==> config.mk <==
export PLATFORM = sky130hd
export DESIGN_NAME = parking_slot_tracker
export DESIGN_NICKNAME = d
export VERILOG_FILES = /design/src/rtl/parking_slot_tracker.sv
export SDC_FILE = /design/constraint.sdc
export NUM_CORES = 1
export LEC_CHECK = 0
export BUFFER_PORTS_ARGS = -buffer_cell sky130_fd_sc_hd__buf_2
export CORE_MARGIN = 8
export CORE_UTILIZATION = 45
export CTS_BUF_LIST = sky130_fd_sc_hd__clkbuf_4 sky130_fd_sc_hd__clkbuf_8
export DETAILED_ROUTE_END_ITERATION = 7
export HOLD_SLACK_MARGIN = 0.06
export PLACE_DENSITY = 0.66
export SYNTH_ARGS = -nofsm -noshare
export SYNTH_HDL_FRONTEND = slang
export SYNTH_SLANG_ARGS = --single-unit
export TNS_END_PERCENT = 100
==> constraint.sdc <==
create_clock -name CLK -period 2.7 [get_ports CLK]
set_clock_uncertainty 0.2 [all_clocks]
set_input_delay 0.27 -clock CLK [delete_from_list [all_inputs] [get_ports CLK]]
set_output_delay 0.27 -clock CLK [all_outputs]
set_load 0.03 [all_outputs]
==> src/rtl/parking_slot_tracker.sv <==
// Slot-occupancy controller for the two-floor car park.
// Optional EXIT_ERR port: define PARK_EXIT_ERR_EN.
module parking_slot_tracker #(
    parameter int CAP_SPEC_0  = 2,
    parameter int CAP_NORM_0  = 3,
    parameter int CAP_1       = 5,
    parameter int GATE_CYCLES = 4
) (
    input  logic       CLK,
    input  logic       RST,
    input  logic       ENTER_REQ,
    input  logic       ENTER_SPEC,
    input  logic       EXIT_REQ,
    input  logic       EXIT_FLR,
    input  logic       EXIT_SPEC,
    output logic [2:0] remain_flr_spec_0,
    output logic [2:0] remain_flr_norm_0,
    output logic [2:0] remain_flr_1,
    output logic       GATE_OPEN,
    output logic       ASSIGN_FLR,
    output logic       FULL,
    output logic       DENIED
`ifdef PARK_EXIT_ERR_EN
    ,
    output logic       EXIT_ERR
`endif
);

    typedef enum logic [1:0] {
        IDLE  = 2'd0,
        ALLOC = 2'd1,
        OPEN  = 2'd2,
        DENY  = 2'd3
    } state_t;

    localparam int GW = (GATE_CYCLES > 1) ? $clog2(GATE_CYCLES) : 1;
    localparam logic [GW-1:0] GATE_LAST = GW'(GATE_CYCLES - 1);

    localparam logic [2:0] CAP_S = 3'(CAP_SPEC_0);
    localparam logic [2:0] CAP_N = 3'(CAP_NORM_0);
    localparam logic [2:0] CAP_F = 3'(CAP_1);

    state_t          state_q;
    state_t          state_d;
    logic            enter_prev;
    logic            exit_prev;
    logic            enter_edge;
    logic            exit_edge;
    logic            spec_q;
    logic [GW-1:0]   gate_cnt;

    logic            dec_s;
    logic            dec_n;
    logic            dec_1;
    logic            grant;
    logic            alloc_flr;

    logic            exit_s;
    logic            exit_n;
    logic            exit_1;
    logic            inc_s;
    logic            inc_n;
    logic            inc_1;

    assign enter_edge = ENTER_REQ & ~enter_prev;
    assign exit_edge  = EXIT_REQ & ~exit_prev;

    // Previous button levels, so a held button yields one event.
    always_ff @(posedge CLK) begin
        if (RST) begin
            enter_prev <= 1'b0;
            exit_prev  <= 1'b0;
        end else begin
            enter_prev <= ENTER_REQ;
            exit_prev  <= EXIT_REQ;
        end
    end

    // FSM state register.
    always_ff @(posedge CLK) begin
        if (RST) begin
            state_q <= IDLE;
        end else begin
            state_q <= state_d;
        end
    end

    // Next state, allocation decision and state-decoded outputs.
    always_comb begin
        state_d   = state_q;
        dec_s     = 1'b0;
        dec_n     = 1'b0;
        dec_1     = 1'b0;
        alloc_flr = 1'b0;
        GATE_OPEN = 1'b0;
        DENIED    = 1'b0;
        unique case (state_q)
            IDLE: begin
                if (enter_edge) begin
                    state_d = ALLOC;
                end
            end
            ALLOC: begin
                if (spec_q && remain_flr_spec_0 != 3'd0) begin
                    dec_s = 1'b1;
                end else if (remain_flr_norm_0 != 3'd0) begin
                    dec_n = 1'b1;
                end else if (remain_flr_1 != 3'd0) begin
                    dec_1     = 1'b1;
                    alloc_flr = 1'b1;
                end
                if (dec_s | dec_n | dec_1) begin
                    state_d = OPEN;
                end else begin
                    state_d = DENY;
                end
            end
            OPEN: begin
                GATE_OPEN = 1'b1;
                if (gate_cnt == '0) begin
                    state_d = IDLE;
                end
            end
            DENY: begin
                DENIED  = 1'b1;
                state_d = IDLE;
            end
            default: begin
                state_d = IDLE;
            end
        endcase
    end

    assign grant = dec_s | dec_n | dec_1;

    // Route an exit edge to the count it frees.
    always_comb begin
        exit_s = 1'b0;
        exit_n = 1'b0;
        exit_1 = 1'b0;
        if (exit_edge) begin
            unique case (1'b1)
                EXIT_FLR:               exit_1 = 1'b1;
                !EXIT_FLR && EXIT_SPEC:  exit_s = 1'b1;
                !EXIT_FLR && !EXIT_SPEC: exit_n = 1'b1;
                default: ;
            endcase
        end
    end

    // A full count only accepts an exit when the same cycle takes a slot.
    assign inc_s = exit_s & ((remain_flr_spec_0 != CAP_S) | dec_s);
    assign inc_n = exit_n & ((remain_flr_norm_0 != CAP_N) | dec_n);
    assign inc_1 = exit_1 & ((remain_flr_1 != CAP_F) | dec_1);

    // Remaining-slot counts: exit adds, grant subtracts, both may cancel.
    always_ff @(posedge CLK) begin
        if (RST) begin
            remain_flr_spec_0 <= CAP_S;
            remain_flr_norm_0 <= CAP_N;
            remain_flr_1      <= CAP_F;
        end else begin
            remain_flr_spec_0 <= remain_flr_spec_0 + 3'(inc_s) - 3'(dec_s);
            remain_flr_norm_0 <= remain_flr_norm_0 + 3'(inc_n) - 3'(dec_n);
            remain_flr_1      <= remain_flr_1 + 3'(inc_1) - 3'(dec_1);
        end
    end

    // Permit flag captured with the accepted entry edge.
    always_ff @(posedge CLK) begin
        if (RST) begin
            spec_q <= 1'b0;
        end else if (state_q == IDLE && enter_edge) begin
            spec_q <= ENTER_SPEC;
        end
    end

    // Gate hold timer, loaded during the allocation cycle.
    always_ff @(posedge CLK) begin
        if (RST) begin
            gate_cnt <= '0;
        end else if (state_q == ALLOC) begin
            gate_cnt <= GATE_LAST;
        end else if (state_q == OPEN && gate_cnt != '0) begin
            gate_cnt <= gate_cnt - GW'(1);
        end
    end

    // Floor of the most recent granted car.
    always_ff @(posedge CLK) begin
        if (RST) begin
            ASSIGN_FLR <= 1'b0;
        end else if (grant) begin
            ASSIGN_FLR <= alloc_flr;
        end
    end

    assign FULL = (remain_flr_norm_0 == 3'd0) && (remain_flr_1 == 3'd0);

`ifdef PARK_EXIT_ERR_EN
    logic exit_ign;
    assign exit_ign = exit_edge & ~(inc_s | inc_n | inc_1);

    // One-cycle flag for an exit dropped at a full count.
    always_ff @(posedge CLK) begin
        if (RST) begin
            EXIT_ERR <= 1'b0;
        end else begin
            EXIT_ERR <= exit_ign;
        end
    end
`endif

endmodule

# ---- After elaboration in Yosys (flattened, before gate mapping)
# Cells that the tools add are included.
dict set report word_totals {
  input_bits 7
  ff_bits 17
  output_inout_bits 13
}
dict set report classes {
  n_mux 27
  n_addsub 7
  eq_ne 8
  n_reduce_logical 18
  bitwise 14
}
# op n
set ops {}
lappend ops {{1-bit two-way mux} 22}
lappend ops {{3-bit by 1-bit adder with 3-bit output} 3}
lappend ops {{3-bit nonzero test} 3}
lappend ops {{3-bit by 1-bit subtractor with 3-bit output} 3}
lappend ops {{2-bit two-way mux} 4}
lappend ops {{2-bit one-hot mux with 4 select lines} 1}
lappend ops {{1-bit OR} 7}
lappend ops {{1-bit logical AND} 6}
lappend ops {{3-bit zero test} 2}
lappend ops {{3-bit by 2-bit inequality test with 1-bit output, second input constant} 2}
lappend ops {{1-bit bitwise AND} 5}
lappend ops {{2-bit == test, second input constant} 2}
lappend ops {{2-bit zero test} 2}
lappend ops {{2-bit inequality test, second input constant} 2}
lappend ops {{2-bit nonzero test} 2}
lappend ops {{3-bit inequality test, second input constant} 1}
lappend ops {{2-bit by 1-bit == test with 1-bit output, second input constant} 1}
lappend ops {{1-bit zero test} 2}
lappend ops {{1-bit NOT} 2}
lappend ops {{2-bit AND reduction} 1}
lappend ops {{2-bit by 1-bit subtractor with 2-bit output, second input constant} 1}

# ---- Longest topological paths before layout
# Gate-level depths: netlist (run 1).
dict set report depth {
  ltp_word 10
  ltp_mapped 12
  depth_no_buf 11
}

# ---- Worst setup path before layout (run 1)
# OpenSTA, ideal clock, no wires.
dict set report synth_path {
  kind {reg2reg}
  start {reg remain_flr_spec_0[1]}
  end {reg remain_flr_norm_0[1]}
  n_path_buf 0
  path_slack_ns -0.028
  stages_incl_launch_ff 9
  required_time_ns 2.377
  arrival_ns 2.405
  setup_ns 0.123
  path_cell_list {dfxtp_1 o31ai_4 and2_1 o311ai_0 ha_1 inv_1 ha_1 fa_1 or2_2}
}
dict set report synth_between {
  elab_chain_cells 9
}
# item line
set synth_lines {}
lappend synth_lines {{start, declared} 16} ;# output logic [2:0] remain_flr_spec_0,
lappend synth_lines {{start signal, assigned} 163} ;# remain_flr_spec_0 <= remain_flr_spec_0 + 3'(inc_s) - 3'(dec_s);
lappend synth_lines {{3-bit nonzero test (*)} 104} ;# if (spec_q && remain_flr_spec_0 != 3'd0) begin
lappend synth_lines {{1-bit logical AND (*)} 104}
lappend synth_lines {{1-bit two-way mux (*)} 104}
lappend synth_lines {{1-bit two-way mux (*) (2 in series)} 97} ;# unique case (state_q)
lappend synth_lines {{1-bit OR} 153} ;# assign inc_n = exit_n & ((remain_flr_norm_0 != CAP_N) | dec_n);
lappend synth_lines {{1-bit bitwise AND} 153}
lappend synth_lines {{3-bit by 1-bit adder with 3-bit output} 164} ;# remain_flr_norm_0 <= remain_flr_norm_0 + 3'(inc_n) - 3'(dec_n);
lappend synth_lines {{3-bit by 1-bit subtractor with 3-bit output (*)} 164}
lappend synth_lines {{end signal, assigned} 164}
lappend synth_lines {{end, declared} 17} ;# output logic [2:0] remain_flr_norm_0,
# Mark *: on every way between the ends. The rest lies on a longest branch, timed or not. The select of a mux whose other input is x is not followed.
# A chain may end at the register's enable or synchronous reset.

# ---- Final worst setup path (run 1)
dict set report layout_path {
  start {reg remain_flr_norm_0[1]}
  end {reg remain_flr_norm_0[2]}
}
dict set report layout_between {
  elab_chain_cells 9
}
# item line
set layout_lines {}
lappend layout_lines {{3-bit nonzero test} 106} ;# end else if (remain_flr_norm_0 != 3'd0) begin
lappend layout_lines {{1-bit two-way mux} 106}
lappend layout_lines {{1-bit two-way mux} 104}
lappend layout_lines {{1-bit two-way mux (2 in series)} 97}
lappend layout_lines {{1-bit OR} 153}
lappend layout_lines {{1-bit bitwise AND} 153}
lappend layout_lines {{3-bit by 1-bit adder with 3-bit output} 164}
lappend layout_lines {{3-bit by 1-bit subtractor with 3-bit output (*)} 164}
# Marked as above.

==> qor.csv, run 1 <==
stage,metric,value,unit
cts,count of H-tree levels built during CTS,1,
setup_path,worst reg2reg endpoint,remain_flr_norm_0[2]$_SDFF_PP0_,
sta,Hold Worst Slack,0.127,ns
yosys,number of storage elements in the synthesis netlist,17,
setup_path,internal reg-to-reg setup slack,0.09,ns
setup_path,number of cells traversed by the worst register-to-register path,9,
final_layout,layout overhead on the synthesized area,25.6,%
floorplanning,die height,61.9,um
cts,clock transition at the registers of the reported paths,0.10,ns
setup_path,endpoint type of the worst setup path,flip-flop,
cts,clock buffer depth,2,
setup_path,sort of element at the start of the critical path,flip-flop,
setup_path,maximum fanout count along the critical path,5,
cts,clock tree from TritonCTS,built,
sta,number of endpoints failing setup at the final stage,0,
yosys,number of instances in the synthesized netlist,106,
routing,Routed wire per std cell,12.0,um
yosys,share of synthesized area occupied by flip-flops and latches,35.9,%
global_route,Congestion Overflow GR,0,
floorplanning,core outline area,0.00198,sq mm
setup_path,endpoint of the worst setup timing path,remain_flr_norm_0[2]$_SDFF_PP0_,
setup_path,worst reg2reg startpoint,remain_flr_norm_0[1]$_SDFF_PP1_,
floorplanning,width of the die,61.9,um
routing,number of design rule violations left after detail routing,0,
global_route,vias in the first global route,783,
final_layout,share of final-layout standard cells stronger than drive strength 1,31.1,%
routing,count of vias placed by the detailed router,775,
setup_path,critical path data required time,2.68,ns
sta,post-route fraction of the period consumed by the critical path,96.6,%
placed_design,IO buf count,19,
cts,clock latency on the worst-skew pair,0.29,ns
global_route,initial antenna violation count,0,
placed_design,DP Wirelength,1420,um
min_path,WHS Path Cells,2,
cts,TritonCTS buffer count,3,
yosys,share of synthesized flip-flops with an asynchronous set or reset,0,%
global_route,first-pass GRT wire length,3270,um
yosys,post-synthesis cell area,947,sq um
floorplanning,Die Area,0.00383,sq mm
placed_design,routability cong.,0.739,
yosys,warning count from the yosys run,0,
cts,# clock sinks,17,
run,Max Cap Viol,0,
final_layout,Finished Core Util,60.0,%
run_status,status,completed,
power_and_ir_drop,power per standard cell area,575,mW/mm^2
floorplanning,top-level I/O count,20,
routing,Antenna Violating Nets Remaining,0,
yosys,average instance area after synthesis,8.94,sq um
yosys,cell with the most instances after synthesis,sky130_fd_sc_hd__dfxtp_1,
routing,detailed-route vias per instance,4.78,
floorplanning,# rows,16,
routing,drt total wl,1940,um
setup_path,data arrival time of the critical path,2.59,ns
power_and_ir_drop,Lkg Pwr,0.544,nW
sta,count of pins over their slew limit,0,
setup_path,Critical path origin,remain_flr_norm_0[1]$_SDFF_PP1_,
setup_path,critical setup path kind,reg -> reg,
power_and_ir_drop,"Power, Total",0.685,mW
min_path,min-delay worst type,in -> reg,
final_layout,final net count,152,
yosys,number of different library cells in the post-synthesis netlist,32,
yosys,"top cells by count, synth","17 x sky130_fd_sc_hd__dfxtp_1, 16 x sky130_fd_sc_hd__nor2_1, 9 x sky130_fd_sc_hd__inv_1, 6 x sky130_fd_sc_hd__ha_1, 6 x sky130_fd_sc_hd__nor2b_1",
sta,worst-margin pin slew,0.291,ns
sta,final critical path time including I/O delays and setup,2.61,ns
sta,fmax,383,MHz
yosys,most common flop cell mapped by yosys,sky130_fd_sc_hd__dfxtp_1,
sta,worst slew margin relative to its limit,80.4,%
yosys,largest cells by area after synthesis,"sky130_fd_sc_hd__dfxtp_1 36%, sky130_fd_sc_hd__ha_1 7.9%, sky130_fd_sc_hd__fa_1 6.3%",
sta,final-report hold violation count,0,
cts,master cell of the clock root buffer,sky130_fd_sc_hd__clkbuf_4,
global_route,largest net degree at the start of global routing,18,
global_route,overall fraction of global-route tracks in use,11.5,%
routing,number of detailed-routing iterations run before antenna repair,2,
routing,DRC marker count from the first detailed-route iteration,33,
floorplanning,effective utilization at floorplan,47.8,%
yosys,number of enable-type register cells in the synthesized netlist,0,
yosys,nets in the synthesized netlist,122,
power_and_ir_drop,Peak VDD IR,0.414,mV
yosys,post-synth top area cell,sky130_fd_sc_hd__dfxtp_1,
final_layout,number of inserted diodes,0,
yosys,fraction of post-synthesis cell area in the top cell type by area,35.9,%
power breakdown:
group	internal, mW	switching (mW)	total [mW]
clock network	0.0676	0.0795	0.147
logic	0.100	0.124	0.224
registers	0.280	0.0335	0.313
total	0.447	0.237	0.685
metal layers:
metal / vias up / track usage, % / routed length [um] / part of all wire (%)
li1: 406 / - / - / -
met4: 0 / 6.82 / 40 / 2.1
met5: - / 0 / 0 / 0
met3: 5 / 3.09 / 81 / 4.2
met2: 15 / 18.8 / 930 / 48
met1: 349 / 13.1 / 892 / 46
flip-flops by register name, summed over array words and instances, names as in the netlist:
name               flops
enter_prev             1
state_q                2
gate_cnt               2
remain_flr_1           3
remain_flr_norm_0      3
remain_flr_spec_0      3
spec_q                 1
ASSIGN_FLR             1
exit_prev              1
cell families after synthesis:
kind of cell	count (synthesis)	synth area share (%)
simple gates	49	28.1
flops	17	35.9
compound gates	12	9.51
buf+inv	12	5.55
fa+ha+maj	9	14.3
xor+xnor	6	5.55
mux	1	1.06
worst min-delay path by stage:
stage	from	endpoint
2_1_floorplan	RST	enter_prev$_SDFF_PP0_
3_3_place_gp	ASSIGN_FLR$_SDFFE_PP0P_	ASSIGN_FLR$_SDFFE_PP0P_
3_5_place_dp	ASSIGN_FLR$_SDFFE_PP0P_	ASSIGN_FLR$_SDFFE_PP0P_
4_1_cts	RST	remain_flr_norm_0[2]$_SDFF_PP0_
5_1_grt	RST	remain_flr_spec_0[2]$_SDFF_PP0_
6_report	RST	remain_flr_spec_0[2]$_SDFF_PP0_
critical path, cell delays in order (launching register included):
cell	delay, ns
sky130_fd_sc_hd__dfxtp_1	0.36
sky130_fd_sc_hd__or3_4	0.43
sky130_fd_sc_hd__and3_2	0.23
sky130_fd_sc_hd__ha_1	0.27
sky130_fd_sc_hd__inv_1	0.04
sky130_fd_sc_hd__ha_1	0.18
sky130_fd_sc_hd__fa_1	0.41
sky130_fd_sc_hd__xnor2_2	0.15
sky130_fd_sc_hd__xnor2_1	0.16
sky130_fd_sc_hd__nor2_1	0.06
per-stage QoR:
step / cell area, sq um / worst slack [ns] / setup TNS, ns / instances
after floorplan: 948 / 0.0540 / 0 / 106
after global placement: 1100 / 0.171 / 0 / 154
after detailed placement: 1100 / 0.116 / 0 / 154
after CTS: 1160 / 0.0153 / 0 / 161
after global routing: 1190 / -0.0132 / -0.0247 / 162
final: 1190 / 0.0915 / 0 / 162
layout make-up:
class	instances	area, sq um
Tap cell	27	33.8
Fill cell	170	792
Multi-Input combinational cell	77	573
Clock buffer	4	30.0
Sequential cell	17	345
Inverter	9	33.8
Timing Repair Buffer	28	174
layout by cell type, fill, tap and decap left out, drive strengths merged:
cell,instances
buf,25
dfxtp,17
nor2,16
inv,9
nor2b,6
ha,6
nand2,5
nor3,5
clkbuf,4
nand2b,4
xnor2,4
o21ai,3
a21oi,3
or2,3
fa,3
dlygate4sd3,3
or3,3
and2,2
xor2,2
o31ai,1
nor3b,1
o211ai,1
and3b,1
nand3,1
nor4b,1
o311ai,1
and3,1
a31oi,1
mux2i,1
o22a,1
a211oi,1
what timing repair did:
item / in CTS / in global routing
gates resized for setup: 0 / 7
setup endpoints to repair: 0 / 4
hold endpoints to repair: 3 / 0
hold buffers: 3 / 0
buffers inserted: 0 / 1
No activity file was read; power rests on OpenSTA's default activity.
==> run 2: changes to the inputs <==
Settings changed: ABC_AREA set to 1.
==> qor.csv, run 2 <==
stage,metric,value,unit
yosys,post-synth top area cell,sky130_fd_sc_hd__dfxtp_1,
yosys,"top cells by count, synth","24 x sky130_fd_sc_hd__inv_1, 17 x sky130_fd_sc_hd__dfxtp_1, 16 x sky130_fd_sc_hd__nand2_1, 14 x sky130_fd_sc_hd__nor2_1",
final_layout,number of inserted diodes,0,
cts,clock latency on the worst-skew pair,0.29,ns
cts,# clock sinks,17,
global_route,vias in the first global route,779,
floorplanning,Die Area,0.00381,sq mm
yosys,average instance area after synthesis,7.77,sq um
setup_path,critical path data required time,2.68,ns
global_route,largest net degree at the start of global routing,14,
yosys,combinational family with the most area after synthesis,simple AND/OR/NAND/NOR gates,
power_and_ir_drop,Peak VDD IR,0.367,mV
yosys,fraction of post-synthesis cell area in the top cell type by area,36.2,%
floorplanning,die height,61.7,um
yosys,number of enable-type register cells in the synthesized netlist,0,
setup_path,critical setup path kind,in -> reg,
routing,Routed wire per std cell,10.6,um
yosys,mux share of post-synthesis cell area,0,%
floorplanning,effective utilization at floorplan,47.9,%
setup_path,worst reg2reg endpoint,remain_flr_norm_0[1]$_SDFF_PP1_,
setup_path,data arrival time of the critical path,2.53,ns
floorplanning,# rows,16,
placed_design,IO buf count,19,
setup_path,endpoint type of the worst setup path,flip-flop,
setup_path,worst reg2reg startpoint,remain_flr_spec_0[1]$_SDFF_PP1_,
yosys,cell with the most instances after synthesis,sky130_fd_sc_hd__inv_1,
placed_design,placement-stage cell area,0.00106,sq mm
routing,number of design rule violations left after detail routing,0,
sta,worst-margin pin slew,0.284,ns
placed_design,DP Wirelength,1480,um
sta,final critical path time including I/O delays and setup,2.55,ns
final_layout,layout overhead on the synthesized area,19.3,%
setup_path,CP peak stage delay,0.52,ns
floorplanning,width of the die,61.7,um
routing,number of detailed-routing iterations run before antenna repair,3,
yosys,post-synthesis adder-cell area fraction,14.4,%
yosys,post-synthesis cell area,940,sq um
floorplanning,core outline area,0.00196,sq mm
yosys,number of instances in the synthesized netlist,121,
placed_design,worst setup slack before clock tree synthesis,0.185,ns
routing,count of vias placed by the detailed router,780,
run_status,status,completed,
final_layout,share of final-layout standard cells stronger than drive strength 1,28.1,%
sta,count of pins over their slew limit,0,
cts,clock tree from TritonCTS,built,
routing,detailed-route vias per instance,4.51,
final_layout,post-route standard cell area excluding fillers,0.00112,sq mm
sta,post-route fraction of the period consumed by the critical path,94.3,%
setup_path,maximum fanout count along the critical path,2,
yosys,compound-gate portion of the synthesized area,7.06,%
global_route,Congestion Overflow GR,0,
global_route,initial antenna violation count,0,
routing,DRC marker count from the first detailed-route iteration,15,
sta,worst slew margin relative to its limit,81.1,%
cts,clock buffer depth,2,
power_and_ir_drop,Lkg Pwr,0.579,nW
final_layout,most frequent cells in the layout,"24 x sky130_fd_sc_hd__inv_1, 19 x sky130_fd_sc_hd__buf_2, 16 x sky130_fd_sc_hd__dfxtp_1, 16 x sky130_fd_sc_hd__nand2_1, 13 x sky130_fd_sc_hd__nor2_1",
floorplanning,top-level I/O count,20,
min_path,endpoint of the worst hold-timing path,remain_flr_1[1]$_SDFF_PP0_,
sta,post-route worst setup slack,0.154,ns
power_and_ir_drop,"Power, Total",0.666,mW
final_layout,Finished Core Util,57.1,%
sta,fmax,393,MHz
final_layout,largest registers in the final layout,"remain_flr_1: 3 flops, remain_flr_norm_0: 3 flops, remain_flr_spec_0: 3 flops",
placed_design,routability cong.,0.723,
min_path,worst hold start,RST,
min_path,WHS Path Cells,2,
cts,master cell of the clock root buffer,sky130_fd_sc_hd__clkbuf_4,
yosys,parity-gate share of the synthesized area counting xor and xnor cells,3.73,%
routing,Antenna Violating Nets Remaining,0,
yosys,nets in the synthesized netlist,137,
setup_path,cell breakdown of the critical path,dlygate4sd3_1 > buf_2 > inv_1 > nor2_2 > inv_1 > nor3_1 > o21ai_0 > ha_1 > inv_1 > ha_1 > fa_1 > or2_2,
yosys,number of different library cells in the post-synthesis netlist,23,
final_layout,fillers,207,
setup_path,Slowest cell on crit path,sky130_fd_sc_hd__dlygate4sd3_1,
yosys,share of synthesized area occupied by flip-flops and latches,36.2,%
yosys,most common flop cell mapped by yosys,sky130_fd_sc_hd__dfxtp_1,
global_route,overall fraction of global-route tracks in use,11.3,%
routing,drt total wl,1830,um
yosys,share of synthesized flip-flops with an asynchronous set or reset,0,%
cts,TritonCTS buffer count,3,
yosys,largest cells by area after synthesis,"sky130_fd_sc_hd__dfxtp_1 36%, sky130_fd_sc_hd__inv_1 9.6%, sky130_fd_sc_hd__ha_1 8.0%",
power_and_ir_drop,power per standard cell area,594,mW/mm^2
sta,number of endpoints failing setup at the final stage,0,
yosys,"area fraction in and, or, nand and nor cells after synthesis",26.2,%
final_layout,"most common cell after layout, fill and taps aside",sky130_fd_sc_hd__inv_1,
cts,count of H-tree levels built during CTS,1,
run,Max Cap Viol,0,
sta,unrepaired setup endpoints after global routing,false,
yosys,warning count from the yosys run,0,
setup_path,CP most frequent cell,sky130_fd_sc_hd__inv_1,
global_route,first-pass GRT wire length,3240,um
yosys,number of storage elements in the synthesis netlist,17,
cts,clock transition at the registers of the reported paths,0.10,ns
sta,final-report hold violation count,0,
sta,setup total negative slack,0,ns
setup_path,internal reg-to-reg setup slack,0.22,ns
min_path,min-delay worst type,in -> reg,
final_layout,final net count,163,
setup_path,sort of element at the start of the critical path,primary input,
setup_path,number of cells traversed by the worst register-to-register path,11,
cts,total setup buffers inserted after CTS,0,
==> run 2: what timing repair did <==
action | 4_1_cts | 5_1_grt
endpoints found under the setup margin | 0 | 1
hold endpoints to repair | 3 | 0
gates resized for setup | 0 | 2
hold buffers | 3 | 0
==> run 2: stage by stage <==
step | instances | hold WS (ns)
after floorplan | 121 | 0.139
after global placement | 166 | 0.261
after detailed placement | 166 | 0.275
after CTS | 173 | 0.119
after global routing | 173 | 0.122
final | 173 | 0.114
==> run 2: layout make-up <==
type	count	area [sq um]	share of cell area, %
clock buffer	4	30.0	2.68
tap	27	33.8	3.01
timing repair buffer	22	125	11.2
sequential	17	342	30.5
multi-input combinational	75	485	43.3
inverter	28	105	9.37
==> run 2: worst max-delay path: cells and delay by family <==
kind / cells / cell delay [ns]
AO/OA/AOI/OAI: 1 / 0.12
adder cells (fa/ha/maj): 3 / 0.87
buffers and inverters: 5 / 0.75
AND/OR/NAND/NOR: 3 / 0.52
==> run 2: logic make-up (layout without fill, tap and decap cells) <==
family	count (synthesis)	count (layout)
AOI/OAI and AO/OA	12	12
buffers and inverters	29	54
and+or+nand+nor	50	50
adders and majority gates	9	9
DFF	17	17
xor gates and xnor gates	4	4
==> run 2: where the power goes <==
group | switching [mW] | internal, mW
Combinational | 0.129 | 0.0797
Clock | 0.0789 | 0.0674
Sequential | 0.0286 | 0.282
==> run 2: worst max-delay path by stage <==
stage | end | slack, ns | startpoint | cells after the start
CTS | remain_flr_norm_0[1]$_SDFF_PP1_ | 0.1 | EXIT_REQ | 12
finish | remain_flr_norm_0[1]$_SDFF_PP1_ | 0.15 | EXIT_REQ | 12
global placement | remain_flr_norm_0[1]$_SDFF_PP1_ | 0.28 | remain_flr_spec_0[1]$_SDFF_PP1_ | 11
floorplan | remain_flr_norm_0[1]$_SDFF_PP1_ | 0.15 | remain_flr_spec_0[1]$_SDFF_PP1_ | 11
global route | remain_flr_norm_0[1]$_SDFF_PP1_ | 0.02 | EXIT_REQ | 12
detailed placement | remain_flr_norm_0[1]$_SDFF_PP1_ | 0.19 | remain_flr_spec_0[1]$_SDFF_PP1_ | 11
==> run 2: per-layer routing <==
metal	track usage, %	routed length (um)	vias up
met4	5.19	47	0
li1	-	-	418
met3	2.88	100	6
met1	12.3	789	343
met5	0	0	-
met2	20.1	893	13
==> run 3: changes to the inputs <==
Settings changed: BUFFER_PORTS_ARGS -buffer_cell sky130_fd_sc_hd__buf_2 to -buffer_cell sky130_fd_sc_hd__clkbuf_2, PLACE_DENSITY 0.66 to 0.68.
==> qor.csv, run 3 (same netlist as run 2, synthesis figures left out) <==
stage,metric,value,unit
run_status,status,completed,
cts,count of H-tree levels built during CTS,1,
final_layout,post-route standard cell area excluding fillers,0.00112,sq mm
floorplanning,effective utilization at floorplan,47.9,%
global_route,Congestion Overflow GR,0,
cts,clock buffer depth,2,
sta,worst-margin pin slew,0.320,ns
setup_path,critical setup path kind,in -> reg,
global_route,vias in the first global route,778,
final_layout,layout overhead on the synthesized area,19.4,%
routing,DRC marker count from the first detailed-route iteration,22,
sta,Hold Worst Slack,0.151,ns
sta,fmax,396,MHz
final_layout,fillers,199,
sta,worst slew margin relative to its limit,78.7,%
sta,post-route fraction of the period consumed by the critical path,93.5,%
floorplanning,Die Area,0.00381,sq mm
sta,setup total negative slack,0,ns
routing,drt total wl,1800,um
run,Max Cap Viol,0,
floorplanning,die height,61.7,um
cts,# clock sinks,17,
placed_design,IO buf count,19,
min_path,min-delay worst type,in -> reg,
routing,Antenna Violating Nets Remaining,0,
setup_path,critical path data required time,2.68,ns
routing,number of detailed-routing iterations run before antenna repair,4,
power_and_ir_drop,Peak VDD IR,0.352,mV
placed_design,DP Wirelength,1430,um
routing,detailed-route vias per instance,4.58,
cts,clock transition at the registers of the reported paths,0.10,ns
power_and_ir_drop,power per standard cell area,592,mW/mm^2
routing,Routed wire per std cell,10.4,um
cts,TritonCTS buffer count,3,
global_route,largest net degree at the start of global routing,14,
final_layout,most frequent cells in the layout,"24 x sky130_fd_sc_hd__inv_1, 19 x sky130_fd_sc_hd__clkbuf_2, 17 x sky130_fd_sc_hd__dfxtp_1",
global_route,initial antenna violation count,0,
final_layout,largest registers in the final layout,"remain_flr_1: 3 flops, remain_flr_norm_0: 3 flops, remain_flr_spec_0: 3 flops",
floorplanning,width of the die,61.7,um
sta,number of endpoints failing setup at the final stage,0,
sta,count of pins over their slew limit,0,
sta,final-report hold violation count,0,
sta,unrepaired setup endpoints after global routing,false,
setup_path,sort of element at the start of the critical path,primary input,
cts,master cell of the clock root buffer,sky130_fd_sc_hd__clkbuf_4,
sta,final critical path time including I/O delays and setup,2.52,ns
power_and_ir_drop,Lkg Pwr,0.582,nW
floorplanning,top-level I/O count,20,
power_and_ir_drop,net switching power figure,0.236,mW
routing,number of design rule violations left after detail routing,0,
setup_path,endpoint type of the worst setup path,flip-flop,
placed_design,placement-stage cell area,0.00106,sq mm
routing,count of vias placed by the detailed router,792,
power_and_ir_drop,clock group share of total power,21.8,%
final_layout,final net count,163,
floorplanning,core outline area,0.00196,sq mm
placed_design,routability cong.,0.710,
setup_path,data arrival time of the critical path,2.50,ns
final_layout,number of inserted diodes,0,
global_route,overall fraction of global-route tracks in use,10.7,%
power_and_ir_drop,switching power as a share of total power,35.6,%
cts,clock latency on the worst-skew pair,0.28,ns
final_layout,"most common cell after layout, fill and taps aside",sky130_fd_sc_hd__inv_1,
final_layout,share of final-layout standard cells stronger than drive strength 1,27.4,%
floorplanning,# rows,16,
power_and_ir_drop,proportion of power drawn by combinational gates,31.5,%
cts,clock tree from TritonCTS,built,
power_and_ir_drop,sequential share of power,46.7,%
setup_path,maximum fanout count along the critical path,2,
power_and_ir_drop,internal power,0.428,mW
global_route,first-pass GRT wire length,3080,um
==> run 3: cell count changes in the layout (fill, tap and decap cells not counted) <==
cell,delta
sky130_fd_sc_hd__buf_2,-19
sky130_fd_sc_hd__clkbuf_2,+19
sky130_fd_sc_hd__dfxtp_1,+1
sky130_fd_sc_hd__dfxtp_2,-1
sky130_fd_sc_hd__nor2_1,+1
sky130_fd_sc_hd__nor2_2,-1
sky130_fd_sc_hd__nor3_1,-1
sky130_fd_sc_hd__nor3_2,+1
sky130_fd_sc_hd__o21ai_0,-1
sky130_fd_sc_hd__o21ai_1,+1
==> run 3: what timing repair did <==
item | CTS | global route
gates resized for setup | 0 | 2
hold buffers | 3 | 0
hold endpoints to repair | 3 | 0
buffers inserted | 0 | 0
setup endpoints to repair | 0 | 1
==> run 3: final cells by class <==
| cell class | instances | area [sq um] | area share, % |
|---|---|---|---|
| timing repair buffer | 22 | 125 | 11.1 |
| clock buffer | 4 | 30.0 | 2.68 |
| tap | 27 | 33.8 | 3.01 |
| inverter | 28 | 105 | 9.36 |
| sequential | 17 | 340 | 30.3 |
| multi-input combinational | 75 | 488 | 43.5 |
==> run 3: power groups by stage <==
stage / Clock (mW) / Sequential, mW / Combinational [mW]
finish: 0.145 / 0.310 / 0.209
global route: 0.160 / 0.316 / 0.239
CTS: 0.151 / 0.311 / 0.211
detailed placement: 0 / 0.316 / 0.206
global placement: 0 / 0.316 / 0.203
floorplan: 0 / 0.354 / 0.119
==> run 3: final timing paths <==
check                                                       end                            start  depth (start not counted)  slack [ns]
worst max-delay path            remain_flr_norm_0[1]$_SDFF_PP1_                         EXIT_REQ                         12        0.18
worst min-delay path                    ASSIGN_FLR$_SDFFE_PP0P_                              RST                          2        0.15
worst max register to register  remain_flr_norm_0[1]$_SDFF_PP1_  remain_flr_spec_0[1]$_SDFF_PP1_                         11        0.22
worst min register to register         gate_cnt[1]$_SDFFE_PP0P_         gate_cnt[1]$_SDFFE_PP0P_                          2        0.28
==> run 3: worst max-delay path, stage by stage <==
cell and delay [ns]:
sky130_fd_sc_hd__dlygate4sd3_1 0.52, sky130_fd_sc_hd__clkbuf_2 0.09, sky130_fd_sc_hd__inv_1 0.04, sky130_fd_sc_hd__nor2_1 0.11, sky130_fd_sc_hd__inv_1 0.08, sky130_fd_sc_hd__nor3_2 0.11, sky130_fd_sc_hd__o21ai_1 0.09, sky130_fd_sc_hd__ha_1 0.27
sky130_fd_sc_hd__inv_1 0.04, sky130_fd_sc_hd__ha_1 0.18, sky130_fd_sc_hd__fa_1 0.41, sky130_fd_sc_hd__or2_2 0.29
==> run 3: stage by stage <==
stage | cells | setup slack, ns | total power, mW | utilization, %
final | 173 | 0.175 | 0.664 | 57.2
after global routing | 173 | 0.0312 | 0.715 | 57.2
after CTS | 173 | 0.112 | 0.674 | 57.0
after detailed placement | 166 | 0.211 | 0.523 | 53.9
after global placement | 166 | 0.284 | 0.518 | 53.9
after floorplan | 121 | 0.155 | 0.474 | -
==> run 3: routing by layer <==
layer  wire, um  vias up  track usage (%)  share of wire, %
met5          0        -                0                 0
met4         21        0             4.87               1.2
met3         84        4             2.47               4.7
met2        883       19             19.5                49
met1        813      352             11.4                45
li1           -      417                -                 -
